`config.mk`:
```
export PLATFORM = sky130hd
export DESIGN_NAME = periph_obi_arbiter
export DESIGN_NICKNAME = d
export VERILOG_FILES = /design/src/rtl/periph_obi_arbiter.sv
export SDC_FILE = /design/constraint.sdc
export NUM_CORES = 1
export LEC_CHECK = 0
export CAP_MARGIN = 20
export CORE_AREA = 2 2 164 166
export CTS_CLUSTER_DIAMETER = 100
export CTS_CLUSTER_SIZE = 25
export DETAILED_ROUTE_END_ITERATION = 7
export DIE_AREA = 0 0 166 168
export SYNTH_ARGS = -nofsm -noshare
export SYNTH_HDL_FRONTEND = slang
export SYNTH_SLANG_ARGS = --single-unit
```
`constraint.sdc`:
```
create_clock -name clk_i -period 3.57 [get_ports clk_i]
set_input_delay 1.071 -clock clk_i [delete_from_list [all_inputs] [get_ports clk_i]]
set_output_delay 1.071 -clock clk_i [all_outputs]
set_load 0.02 [all_outputs]
```
`src/rtl/periph_obi_arbiter.sv`:
```
// periph_obi_arbiter
//   Round-robin arbiter that shares one OBI slave port among NHARTS OBI
//   masters. One transaction is in flight at a time. A master that wins
//   without an immediate slave grant stays locked as the owner until it is
//   granted.
//
// Ports
//   clk_i, rst_ni    clock, asynchronous active-low reset
//   master_req_i     per-hart OBI request  (req, we, be, addr, wdata)
//   master_resp_o    per-hart OBI response (gnt, rvalid, rdata)
//   slave_req_o      forwarded request to the peripheral slave
//   slave_resp_i     response from the peripheral slave
//   busy_o           locked, or a response is outstanding
//   owner_o          current or last owner index (debug)

package periph_obi_pkg;
    typedef struct packed {
        logic        req;
        logic        we;
        logic [3:0]  be;
        logic [31:0] addr;
        logic [31:0] wdata;
    } obi_req_t;

    typedef struct packed {
        logic        gnt;
        logic        rvalid;
        logic [31:0] rdata;
    } obi_resp_t;
endpackage

module periph_obi_arbiter
    import periph_obi_pkg::*;
#(
    parameter int NHARTS = 3,
    parameter int IDX_W  = $clog2(NHARTS)
) (
    input  logic                    clk_i,
    input  logic                    rst_ni,
    input  obi_req_t  [NHARTS-1:0]  master_req_i,
    output obi_resp_t [NHARTS-1:0]  master_resp_o,
    output obi_req_t                slave_req_o,
    input  obi_resp_t               slave_resp_i,
    output logic                    busy_o,
    output logic      [IDX_W-1:0]   owner_o
);

    typedef enum logic {IDLE, WAIT_R} state_t;

    state_t             state;
    logic               locked;
    logic [IDX_W-1:0]   rr_ptr;
    logic [IDX_W-1:0]   owner;

    logic [IDX_W-1:0]   win;
    logic               any_req;
    logic [IDX_W-1:0]   sel;
    logic [IDX_W-1:0]   sel_next;
    logic               fwd;
    logic               acc;
    logic               rsp_vld;

    // Round-robin search starting at rr_ptr. Walking the offsets from the
    // farthest down to zero lets the closest requester overwrite the others.
    always_comb begin
        win     = '0;
        any_req = 1'b0;
        for (int i = NHARTS - 1; i >= 0; i--) begin
            if (master_req_i[(int'(rr_ptr) + i) % NHARTS].req) begin
                win     = IDX_W'((int'(rr_ptr) + i) % NHARTS);
                any_req = 1'b1;
            end
        end
    end

    // A locked owner is forwarded even with req low, so a misbehaving
    // owner simply presents req=0 and cannot be granted.
    assign sel      = locked ? owner : win;
    assign sel_next = (sel == IDX_W'(NHARTS - 1)) ? '0 : sel + 1'b1;

    // Outputs are gated by rst_ni so the reset values appear immediately
    // while reset is held, not only after the next edge.
    assign fwd     = rst_ni && (state == IDLE) && (locked || any_req);
    assign rsp_vld = rst_ni && (state == WAIT_R) && slave_resp_i.rvalid;

    always_comb begin
        slave_req_o = '0;
        if (fwd)
            slave_req_o = master_req_i[sel];
    end

    // A slave gnt with no forwarded request is ignored.
    assign acc = slave_req_o.req && slave_resp_i.gnt;

    always_comb begin
        master_resp_o = '0;
        for (int m = 0; m < NHARTS; m++) begin
            master_resp_o[m].gnt = acc && (sel == IDX_W'(m));
            if (rsp_vld && (owner == IDX_W'(m))) begin
                master_resp_o[m].rvalid = 1'b1;
                master_resp_o[m].rdata  = slave_resp_i.rdata;
            end
        end
    end

    always_ff @(posedge clk_i or negedge rst_ni) begin
        if (!rst_ni) begin
            state  <= IDLE;
            locked <= 1'b0;
            rr_ptr <= '0;
            owner  <= '0;
        end else begin
            case (state)
                IDLE: begin
                    if (acc) begin
                        owner  <= sel;
                        rr_ptr <= sel_next;
                        locked <= 1'b0;
                        state  <= WAIT_R;
                    end else if (!locked && any_req) begin
                        locked <= 1'b1;
                        owner  <= win;
                    end
                end
                WAIT_R: begin
                    // No arbitration in the rvalid cycle; next one starts in IDLE.
                    if (slave_resp_i.rvalid)
                        state <= IDLE;
                end
                default: state <= IDLE;
            endcase
        end
    end

    assign busy_o  = locked | (state == WAIT_R);
    assign owner_o = owner;

endmodule
```
After elaboration in Yosys (flattened, before gate mapping)
Index checks and enable logic that the tools add are counted.
- $add $sub $neg: 3
- div/mod/pow operators: 3
- magnitude comparators: 4
- equality and inequality tests: 4
- multiplexer cells: 30
- bitwise logic cells: 2
- reductions and logical operators: 19
- operator list (operator ; count):
    $bmux W70 S2 ; 4
    $mux W70 ; 8
    $mux W33 ; 3
    $lt A32 B4 Y1 const B ; 3
    $mod A32 B3 Y32 const B ; 2
    $mod A3 B3 Y32 const B ; 1
    $mux W2 ; 7
    $logic_and A1 B1 Y1 ; 12
    $mux W1 ; 7
    $eq A2 B1 Y1 const B ; 2
    $eq A2 B2 Y1 const B ; 2
    $logic_not A2 Y1 ; 2
    $reduce_and A2 Y1 ; 2
    $add A2 B1 Y3 const B ; 1
    $add A2 B2 Y3 const B ; 1
    $lt A2 B3 Y1 const B ; 1
    $add A2 B1 Y2 const B ; 1
    $pmux W1 S2 ; 1
    $reduce_bool A2 Y1 ; 1
    $logic_not A1 Y1 ; 1
    $logic_or A1 B1 Y1 ; 1
    $not A1 Y1 ; 1
    $or A1 B1 Y1 ; 1
- register bits after elaboration: 6
- input port bits: 246
- output and inout port bits: 175
- logic and storage cells: 69

Longest topological paths before layout
- depth after elaboration: 15
- depth in mapped cells: 11

Least setup slack after synthesis
Ideal clock, no wire load.
- kind: input to output
- from: input port master_req_i[139] (netlist bit)
- to: output port master_resp_o[101] (netlist bit)
- data arrival time: 2.575 ns
- data required time: 2.499 ns
- path slack: -0.076 ns
- stages: 7
- cell sequence: nand2b_1 > a31oi_2 > nor3_2 > mux2i_4 > buf_6 > buf_2 > nor4_1
- RTL lines (what ; RTL line ; text):
    start, declared ; 40 ; input obi_req_t [NHARTS-1:0] master_req_i,
    end, declared ; 41 ; output obi_resp_t [NHARTS-1:0] master_resp_o,

==> results.json <==
{
  "viasPerCell": 4.31,
  "cts.clk_slew.worst_paths_ns": 0.03,
  "clkLatencyLatePin_ns": 0.23,
  "cts_made_buffers": 3,
  "die_w_microns": 166,
  "cts_buffer_depth": 2,
  "first_pass_iters": 4,
  "first_iter_violations": 184,
  "grt.total_usage_pct": 16.8,
  "cts_tree": "built",
  "nNetsFinal": 1190,
  "rsz0062_at_grt": "yes",
  "dp_hpwl_microns": 19300,
  "worstSetupPathType": "input port to output port",
  "hold_viol_final": 0,
  "drive_gt1_share_pct": 43.6,
  "max_cap_violations": 0,
  "hold-path-cell-count": 2,
  "rows": 60,
  "holdCritStartpoint": "state$_DFF_PN0_",
  "crit_chain": "buf_8 > o21a_1 > nor2_2 > o21ai_2 > a31oi_4 > buf_12 > buf_16 > buf_6 > mux2i_4 > a211oi_2 > buf_4",
  "use_met3_pct": 4.54,
  "die_h_microns": 168,
  "synth_seq_cells": 6,
  "status": "finished, violations left",
  "holdBufCountCts": 0,
  "remaining_drc_errors": 0,
  "first_global_vias": 5955,
  "place_inst": 1242,
  "place_congestion": 0.781,
  "setup_slack_ns": -0.323,
  "yosysWarnings": 0,
  "syn_area_per_cell_sq_um": 7.61,
  "grt.met1_usage_pct": 20.2,
  "arrival_ns": 2.82,
  "setup_viol": 73,
  "fmax_mhz": 257,
  "r2r_start": "rr_ptr[1]$_DFFE_PN0P_",
  "period_minus_slack_ns": 3.89,
  "drv_slew": 0,
  "grt_max_degree": 34,
  "worstHoldPathType": "register to register",
  "startpoint_type": "input port",
  "fin_hold_ws_ns": 0.629,
  "relSlewSlack_pct": 71.7,
  "violations": "setup timing",
  "port_buffers": 420,
  "start_util_pct": 13.0,
  "cts_root_buf": "clkbuf_16",
  "hold_end": "state$_DFF_PN0_",
  "die_area_sq_mm": 0.0279,
  "synth_edf_count": 0,
  "cts.sinks": 6,
  "antenna_found_initial": 2,
  "worst_pin_slew_ns": 0.424,
  "overflow": 0,
  "grt_first_pass_wirelength_microns": 36500,
  "fillers": 2750,
  "synth_area_sq_mm": 0.00343,
  "yosysTopAreaCellShare_pct": 20.2,
  "crit_slowest_cell": "a31oi_4",
  "antenna_left": 0,
  "endpoint_kind": "output port",
  "grtUsageMet2_pct": 30.6,
  "cts.htree.levels": 1,
  "synth_ff_type": "dfrtp_1",
  "worst-r2r-setup-slack_ns": 0.97,
  "synthesis.nets": 699,
  "synth_most_common_cell": "and2_1",
  "post_synth_main_area_contributors": "mux2i_1 (20%), and2_1 (18%), a211oi_2 (15%)",
  "busiest_layer": "met2",
  "synthArstFlopShare_pct": 100,
  "cp_slowest_stage_delay_ns": 0.31,
  "synth_cell_type_count": 49,
  "synth_common_cells": "and2_1 (98), a21oi_1 (74), mux2i_1 (69)",
  "syn_inst": 450,
  "required_ns": 2.50,
  "wl_per_cell_microns": 19.6,
  "yosysSeqAreaShare_pct": 4.38,
  "critPathMaxFanout": 5,
  "wirelength_microns": 25100,
  "vdd_ir_drop_max_v": 0.000402,
  "fin_skew_ns": 0.00268,
  "final_cells": 1281,
  "p_leak_uw": 0.00392,
  "rr_worst_depth": 12,
  "vias": 5523,
  "core-area_sq_mm": 0.0264,
  "io-pin-count": 421,
  "yosysTopAreaCell": "mux2i_1",
  "syn_to_final_growth_pct": 177,
  "timing.rr.end": "state$_DFF_PN0_",
  "powerDensity_mw_per_mm2": 644,
  "fin_crit_sh_pct": 109
}
[through the flow]
| step | power, uW | setup slack (ns) | util, % | area, sq um | setup TNS, ns |
|---|---|---|---|---|---|
| floorplan | 2720 | 0.0162 | - | 3580 | 0 |
| global placement | 4790 | -1.13 | 33.1 | 8710 | -125.57 |
| detailed placement | 4810 | -1.14 | 33.1 | 8710 | -126.57 |
| CTS | 5490 | -0.371 | 35.0 | 9230 | -18.75 |
| global route | 6460 | -0.387 | 36.0 | 9490 | -23.81 |
| finish | 6110 | -0.323 | 36.0 | 9490 | -17.55 |
[cell type report]
type                    instances  area, sq um  area share, %
diodes                          1         2.50         0.0264
inverters                       8         35.0          0.369
clock buffers                   3         75.1          0.791
well taps                     341          427           4.50
flip-flops and latches          6          151           1.60
repair buffers                537         5100           53.8
multi-input cells             385         3700           39.0
[critical path, delay by kind of cell]
family                 cells  cell delay, ns
AND/OR/NAND/NOR            1            0.14
buffers and inverters      5            0.65
AO/OA/AOI/OAI              4            0.68
multiplexers               1            0.27
[how the worst max path moves through the flow]
stage | startpoint | to | slack (ns)
floorplan | master_req_i[139] | slave_req_o[0] | 0.02
global placement | master_req_i[139] | slave_req_o[49] | -1.13
detailed placement | master_req_i[209] | slave_req_o[5] | -1.14
CTS | master_req_i[69] | slave_req_o[29] | -0.37
global route | master_req_i[209] | slave_req_o[3] | -0.39
finish | master_req_i[209] | slave_req_o[4] | -0.32
[routing by layer]
metal	wire, microns	up-vias
met2	12700	286
met5	0	-
li1	-	2636
met4	194	0
met1	10200	2592
met3	2000	9
[layout by cell type (no fill, tap or decap), types with 4 or more instances in the layout]
master           Yosys  layout
buf_6                6      29
dlygate4sd2_1        0      35
mux2i_2              0      18
a21oi_1             74      68
buf_4                8     128
inv_1                8       4
and2_1              98      98
buf_8                3       6
a21oi_2              0       4
dfrtp_1              6       5
nand2_1             14      12
buf_2               24       5
clkbuf_16            0       6
clkdlybuf4s50_1      0     243
mux2i_1             69      26
buf_16               0       7
clkdlybuf4s15_1      0       6
a211oi_2            40      66
mux2i_4              1      26
nand2b_1             7       4
clkbuf_2             0      58
buf_12               0      17
[where the power goes]
group          switching [uW]  leakage [uW]  internal, uW
registers                41.9     0.0000733          95.7
clock network            39.3     0.0000370           144
logic                    2840       0.00381          2940
total                    2920       0.00392          3180
[state kept, by name, summed over array words and instances (netlist names)]
register and flops:
locked 1, rr_ptr 2, state 1, owner_o 2
[cell families after synthesis]
kind of cell,Yosys count,share of synthesized area (%)
adders and majority gates,3,1.10
buffers and inverters,59,10.5
muxes,71,21.1
and+or+nand+nor,139,24.4
AOI/OAI and AO/OA,172,38.5
DFF,6,4.38
[what timing repair did]
| item | 4_1_cts | 5_1_grt |
|---|---|---|
| gates resized for setup | 477 | 290 |
| hold endpoints to repair | 0 | 0 |
| buffers inserted | 24 | 7 |
| cloned | 6 | 2 |
| setup endpoints to repair | 172 | 135 |
| pin swaps | 9 | 42 |
Power figures use the tool's default switching activity.
